==> src/rtl/simt_icache_pkg.sv <==
// Shared OpenGPU constants and the instruction-cache state type.
package pkg_opengpu;

  localparam int unsigned INSTR_WIDTH = 32;
  localparam int unsigned ADDR_WIDTH  = 32;
  localparam logic [INSTR_WIDTH-1:0] INSTR_NOP = 32'h0000_0013;

  localparam int unsigned ICACHE_LINES      = 16;
  localparam int unsigned ICACHE_LINE_WORDS = 4;

  typedef enum logic [2:0] {
    IDLE,
    LOOKUP,
    REFILL_REQ,
    REFILL_WAIT,
    RESPOND
  } icache_state_t;

endpackage

==> src/rtl/simt_icache_data_ram.sv <==
// Instruction data store: one synchronous write port, one asynchronous read port.
module simt_icache_data_ram #(
  parameter int unsigned DEPTH = 64,
  parameter int unsigned WIDTH = 32,
  localparam int unsigned AW   = $clog2(DEPTH)
) (
  input  logic             clk,
  input  logic             i_we,
  input  logic [AW-1:0]    i_waddr,
  input  logic [WIDTH-1:0] i_wdata,
  input  logic [AW-1:0]    i_raddr,
  output logic [WIDTH-1:0] o_rdata
);

  logic [WIDTH-1:0] r_mem [DEPTH];

  always_ff @(posedge clk) begin
    if (i_we) r_mem[i_waddr] <= i_wdata;
  end

  assign o_rdata = r_mem[i_raddr];

endmodule

==> src/rtl/simt_icache.sv <==
// Direct-mapped instruction cache with blocking line refill from backing memory.
module simt_icache
  import pkg_opengpu::*;
#(
  parameter int unsigned NUM_LINES  = ICACHE_LINES,
  parameter int unsigned LINE_WORDS = ICACHE_LINE_WORDS
) (
  input  logic                   clk,
  input  logic                   rst_n,
  input  logic                   imem_req,
  input  logic [ADDR_WIDTH-1:0]  imem_addr,
  output logic [INSTR_WIDTH-1:0] imem_rdata,
  output logic                   imem_valid,
  input  logic                   icache_inv,
  output logic                   mem_req_valid,
  input  logic                   mem_req_ready,
  output logic [ADDR_WIDTH-1:0]  mem_req_addr,
  input  logic                   mem_resp_valid,
  input  logic [INSTR_WIDTH-1:0] mem_resp_data,
  output logic                   busy,
  output logic [31:0]            hit_count,
  output logic [31:0]            miss_count
);

  localparam int unsigned OFF_W   = $clog2(LINE_WORDS);
  localparam int unsigned IDX_W   = $clog2(NUM_LINES);
  localparam int unsigned TAG_LSB = OFF_W + IDX_W + 2;
  localparam int unsigned TAG_W   = ADDR_WIDTH - TAG_LSB;

  icache_state_t r_state, w_next;

  logic [ADDR_WIDTH-1:0]  r_addr;
  logic [OFF_W-1:0]       r_beat_cnt;
  logic [NUM_LINES-1:0]   r_valid;
  logic [TAG_W-1:0]       r_tag [NUM_LINES];
  logic                   r_inv_pending;

  logic [OFF_W-1:0]       w_off;
  logic [IDX_W-1:0]       w_idx;
  logic [TAG_W-1:0]       w_tag;
  logic                   w_hit;
  logic                   w_beat;
  logic                   w_last_beat;
  logic [INSTR_WIDTH-1:0] w_ram_rdata;
  logic                   w_unused;

  assign w_off    = r_addr[OFF_W+1:2];
  assign w_idx    = r_addr[TAG_LSB-1:OFF_W+2];
  assign w_tag    = r_addr[ADDR_WIDTH-1:TAG_LSB];
  assign w_unused = ^r_addr[1:0];

  // An invalidate arriving with the lookup wins over a stale hit.
  assign w_hit       = r_valid[w_idx] && (r_tag[w_idx] == w_tag) && !icache_inv;
  assign w_beat      = (r_state == REFILL_WAIT) && mem_resp_valid;
  assign w_last_beat = w_beat && (r_beat_cnt == OFF_W'(LINE_WORDS - 1));

  assign mem_req_valid = (r_state == REFILL_REQ);
  assign busy          = (r_state != IDLE);

  always_ff @(posedge clk) begin
    if (!rst_n) r_state <= IDLE;
    else        r_state <= w_next;
  end

  always_comb begin
    w_next = r_state;
    case (r_state)
      IDLE:        if (imem_req) w_next = LOOKUP;
      LOOKUP:      w_next = w_hit ? IDLE : REFILL_REQ;
      REFILL_REQ:  if (mem_req_ready) w_next = REFILL_WAIT;
      REFILL_WAIT: if (w_last_beat) w_next = RESPOND;
      RESPOND:     w_next = IDLE;
      default:     w_next = IDLE;
    endcase
  end

  always_ff @(posedge clk) begin
    if (!rst_n) begin
      r_addr        <= '0;
      r_beat_cnt    <= '0;
      r_valid       <= '0;
      r_inv_pending <= 1'b0;
      imem_valid    <= 1'b0;
      imem_rdata    <= INSTR_NOP;
      mem_req_addr  <= '0;
      hit_count     <= '0;
      miss_count    <= '0;
    end else begin
      imem_valid <= 1'b0;
      if (r_state == IDLE && imem_req) r_addr <= imem_addr;
      if (r_state == LOOKUP) begin
        if (w_hit) begin
          imem_rdata <= w_ram_rdata;
          imem_valid <= 1'b1;
          hit_count  <= hit_count + 32'd1;
        end else begin
          miss_count    <= miss_count + 32'd1;
          mem_req_addr  <= {r_addr[ADDR_WIDTH-1:OFF_W+2], {(OFF_W+2){1'b0}}};
          r_inv_pending <= 1'b0;
        end
      end
      // Remember an invalidate seen mid-refill so the finished line stays invalid.
      if ((r_state inside {REFILL_REQ, REFILL_WAIT}) && icache_inv) r_inv_pending <= 1'b1;
      if (w_beat) r_beat_cnt <= r_beat_cnt + OFF_W'(1);
      if (r_state == RESPOND) begin
        imem_rdata <= w_ram_rdata;
        imem_valid <= 1'b1;
      end
      if (icache_inv)                            r_valid        <= '0;
      else if (w_last_beat && !r_inv_pending)    r_valid[w_idx] <= 1'b1;
    end
  end

  always_ff @(posedge clk) begin
    if (w_last_beat) r_tag[w_idx] <= w_tag;
  end

  simt_icache_data_ram #(
    .DEPTH (NUM_LINES * LINE_WORDS),
    .WIDTH (INSTR_WIDTH)
  ) u_data_ram (
    .clk     (clk),
    .i_we    (w_beat),
    .i_waddr ({w_idx, r_beat_cnt}),
    .i_wdata (mem_resp_data),
    .i_raddr ({w_idx, w_off}),
    .o_rdata (w_ram_rdata)
  );

endmodule

==> config.mk <==
export PLATFORM = sky130hd
export DESIGN_NAME = simt_icache
export DESIGN_NICKNAME = d
export VERILOG_FILES = /design/src/rtl/simt_icache_pkg.sv /design/src/rtl/simt_icache_data_ram.sv /design/src/rtl/simt_icache.sv
export SDC_FILE = /design/constraint.sdc
export NUM_CORES = 2
export LEC_CHECK = 0
export BUFFER_PORTS_ARGS = -buffer_cell sky130_fd_sc_hd__clkbuf_2
export CORE_UTILIZATION = 30
export DETAILED_ROUTE_END_ITERATION = 16
export PLACE_DENSITY = 0.56
export SETUP_SLACK_MARGIN = 0.15
export SLEW_MARGIN = 40
export SYNTH_ARGS = -nofsm -noshare
export SYNTH_HDL_FRONTEND = slang
export SYNTH_HIERARCHICAL = 1
export SYNTH_SLANG_ARGS = --single-unit
==> constraint.sdc <==
create_clock -name clk -period 11.2 [get_ports clk]
set_input_delay 2.24 -clock clk [delete_from_list [all_inputs] [get_ports clk]]
set_output_delay 2.24 -clock clk [all_outputs]
set_load 0.01 [all_outputs]
==> summary.md <==
| Metric | Value |
|---|---|
| Status | `finished, final reports clean` |
| Cell Chain, Critical Path | `buf_4 > buf_6 > mux4_2 > mux4_2 > xnor2_1 > inv_1 > nor4b_1 > nand4_1 > nor3_4 > buf_6 > a22oi_2 > buf_4 > a221oi_1` |
| Netlist cell types | `76` |
| Top cells by area, synth | `edfxtp_1, mux4_2, dfxtp_1, mux2i_1, nor2_1` |
| Layout area overhead | `14.9%` |
| Critical Path Max Stage Delay | `0.64 ns` |
| Die height | `583 um` |
| Syn. warnings | `6` |
| DRT antenna net count | `0` |
| Peak VDD IR | `~0.00014 V` |
| DRC | `0` |
| Post-DP HPWL | `roughly 150000 um` |
| Die area | `0.339 sq mm` |
| Clock Sinks | `2613` |
| Yosys top cell by area | `edfxtp_1` |
| Global route overflow | `0` |
| Clock Path Buffers | `4` |
| GRT Util Overall | `between 10% and 20%` |
| Min Tclk post-route | `5.94 ns` |
| Io pins | `201` |
| Fmax | `168 MHz` |
| Root buffer cell | `clkbuf_16` |
| Largest net degree at the start of global routing | `96` |
| Number of detailed-routing iterations run before antenna repair | `5` |
| H-tree levels | `4` |
| Postcts setup bufs | `0` |
| Worst Max-Slew Pin Slew | `just under 0.9 ns` |
| Clk Latency, worst-skew pair | `0.91 ns` |
| Cts repair resizes | `0` |
| Total Wirelength | `269000 um` |
| Clock power share | `40.1%` |
| RSZ-0062 raised after global routing | `no` |
| GP Congestion | `0.815` |
| Hold Fails Final Rpt | `0` |
| Final setup viols | `0` |
| Final setup TNS | `0 ns` |
| Leak | `35.1 nW` |
| Core Rows | `212` |
| P per Cell Area | `172 mW/mm^2` |
| Internal power | `15.6 mW` |
| Initial core utilization | `30.2%` |
| Clock transition at path regs | `~0.06 ns` |
| Port bufs | `just under 200` |
| Total CTS buffers | `245` |
| Worst slew margin | `40.9%` |
| Worst r2r path cells | `13` |
| Critical path class | `reg -> reg` |
| Post-synth EDFFs | `2432` |
| Sw power | `roughly 4.4 mW` |
| Nets | `~5400` |
| Fin. max-slew vios | `0` |
| Synth Register Bits | `2613` |
| Hold depth | `2` |
| # hold bufs at CTS | `0` |
| Worst hold endpoint | `r_valid[0]` |
| Comb power frac | `6.2%` |
| Synthesized area per cell | `20.2 sq um` |
| CTS tree | `done` |
| Layout cells sized above 1 | `26.6%` |
| Antenna violations before repair | `7` |
| CP max FO | `95` |
| DR iter-0 viols | `5729` |
| Final worst-path cycle share | `a little over half` |
| R2r endpoint | `imem_rdata[25]` |
| Startpoint types | `register` |
| Vias per inst | `~5.1` |
| Post-synthesis sequential area ratio | `75.8%` |
| Worst EP arrival | `6.67 ns` |
| Wire per inst | `26.8 um` |
| Global-route wire length before repair | `382000 um` |
| Sw frac | `22.0%` |
| CP Capture Type | `register` |
| Worst hold path class | `reg -> reg` |
| Worst hold margin | `0.466 ns` |
| Post-synth top area share | `72.2%` |
| Slowest cell on crit path | `buf_4` |
| Top_reg_cell synth | `edfxtp_1` |
| Chip width | `slightly below 600 um` |
| Core Region | `~0.33 sq mm` |
| Share of total power in sequential cells | `a little over half` |
| Max Clock Skew | `0.108 ns` |
| Post-synth design cell area | `0.101 sq mm` |
| CP required | `11.93 ns` |
| Number of global-route vias before repair | `51600` |
| Routed vias | `51500` |
| Post-synth ARST share | `0%` |
| Max-capacitance violation count | `0` |
| Worst hold start | `r_valid[0]` |
| R2R Setup Slk | `around 5.3 ns` |
| Syn Inst Count | `about 5000` |
-- cells in the final DEF (no fill, tap or decap), drive strengths merged, types with 12 or more instances in the layout --
master | synthesis | routed
bufinv | 0 | 17
a221oi | 40 | 40
xnor2 | 12 | 12
clkbuf | 134 | 495
edfxtp | 2432 | 2432
nor4 | 12 | 12
nand3 | 70 | 70
a22oi | 29 | 29
o31ai | 17 | 17
or4 | 26 | 26
nor2b | 34 | 34
clkinv | 1 | 111
o21ai | 54 | 54
nand2b | 37 | 37
inv | 38 | 41
and3 | 28 | 28
mux2i | 175 | 175
nor3 | 23 | 23
nand2 | 158 | 158
xor2 | 13 | 13
buf | 166 | 190
o22ai | 86 | 86
nor2 | 246 | 246
nand4 | 20 | 20
a21oi | 175 | 175
or3 | 23 | 23
dfxtp | 181 | 181
mux4 | 623 | 623
o221ai | 27 | 27
-- cell type report --
cell class | count | area [sq um]
Tap cell | 4494 | 5620
Multi-Input combinational cell | 2053 | 23500
Inverter | 39 | 149
Antenna cell | 3 | 7.51
Sequential cell | 2613 | 76700
Clock buffer | 301 | 6440
Fill cell | 31000 | 218000
Timing Repair Buffer | 384 | 2700
Clock inverter | 140 | 1110
-- sequential cells by signal, summed over array words and instances (netlist names), named ones only --
name / count
u_data_ram/r_mem: 2048
miss_count: 32
r_addr: 30
imem_rdata: 32
r_inv_pending: 1
imem_valid: 1
hit_count: 32
r_tag: 384
mem_req_addr: 28
r_state: 3
r_valid: 16
r_beat_cnt: 2
-- routing by layer --
layer / GRT usage [%] / share of wire, % / routed length (um)
met3: 2.70 / 7.4 / 19800
met5: 0 / 0 / 0
met2: 24.5 / 47 / 125000
met1: 22.2 / 44 / 117000
met4: 3.81 / 2.5 / 6780
-- Yosys cell counts, drive strengths merged (9+ instances only) --
master / count
a21oi: 175
a221oi: 40
a22oi: 29
a311oi: 9
and3: 28
buf: 166
clkbuf: 134
dfxtp: 181
edfxtp: 2432
inv: 38
mux2i: 175
mux4: 623
nand2: 158
nand2b: 37
nand3: 70
nand4: 20
nor2: 246
nor2b: 34
nor3: 23
nor4: 12
o211ai: 10
o21ai: 54
o221ai: 27
o22ai: 86
o31ai: 17
or2: 9
or3: 23
or4: 26
xnor2: 12
xor2: 13
-- power groups by stage --
stage / Sequential (mW) / Combinational, mW / Clock [mW]
finish: 10.7 / 1.24 / 8.02
global route: 10.7 / 1.31 / 8.52
CTS: 10.7 / 1.24 / 8.16
detailed placement: 10.9 / 1.23 / 0
global placement: 10.9 / 1.21 / 0
floorplan: 10.9 / 0.740 / 0
-- worst max-delay path, delay by kind of cell, from the launching register on --
kind,cells,cell delay (ns)
XOR/XNOR,1,0.20
AND/OR/NAND/NOR,3,1.16
AO/OA/AOI/OAI,2,0.58
multiplexers,2,0.90
flip-flops,1,0.61
buffers and inverters,5,2.18
-- through the flow --
step	instances	worst slack, ns	util (%)	total power [mW]	area, sq um
floorplan	5005	5.48	-	11.7	101000
CTS	10000	4.77	34.7	20.1	116000
global placement	9566	5.01	32.3	12.2	108000
detailed placement	9572	4.85	32.4	12.2	108000
finish	10000	5.26	34.7	20.0	116000
global route	10000	4.86	34.7	20.6	116000
-- worst max path at each step --
stage | slack (ns) | to | start
CTS | 4.77 | imem_rdata[25] | register
global route | 4.86 | imem_rdata[25] | register
detailed placement | 4.85 | imem_rdata[25] | register
floorplan | 5.48 | u_data_ram/r_mem[48][0] | mem_resp_valid
finish | 5.26 | imem_rdata[25] | register
global placement | 5.01 | imem_rdata[17] | register
-- cell families (layout without fill, tap and decap cells) --
logic type	Yosys count	after routing	synth area share, %
other cells	1	7	0.00371
flops	2613	2613	75.8
compound gates	498	498	3.19
fa+ha+maj	3	3	0.0371
xor+xnor	25	25	0.216
buf+inv	339	864	1.65
mux	802	802	15.7
simple gates	721	721	3.46
Note: power is estimated with default switching activity, not from simulation.
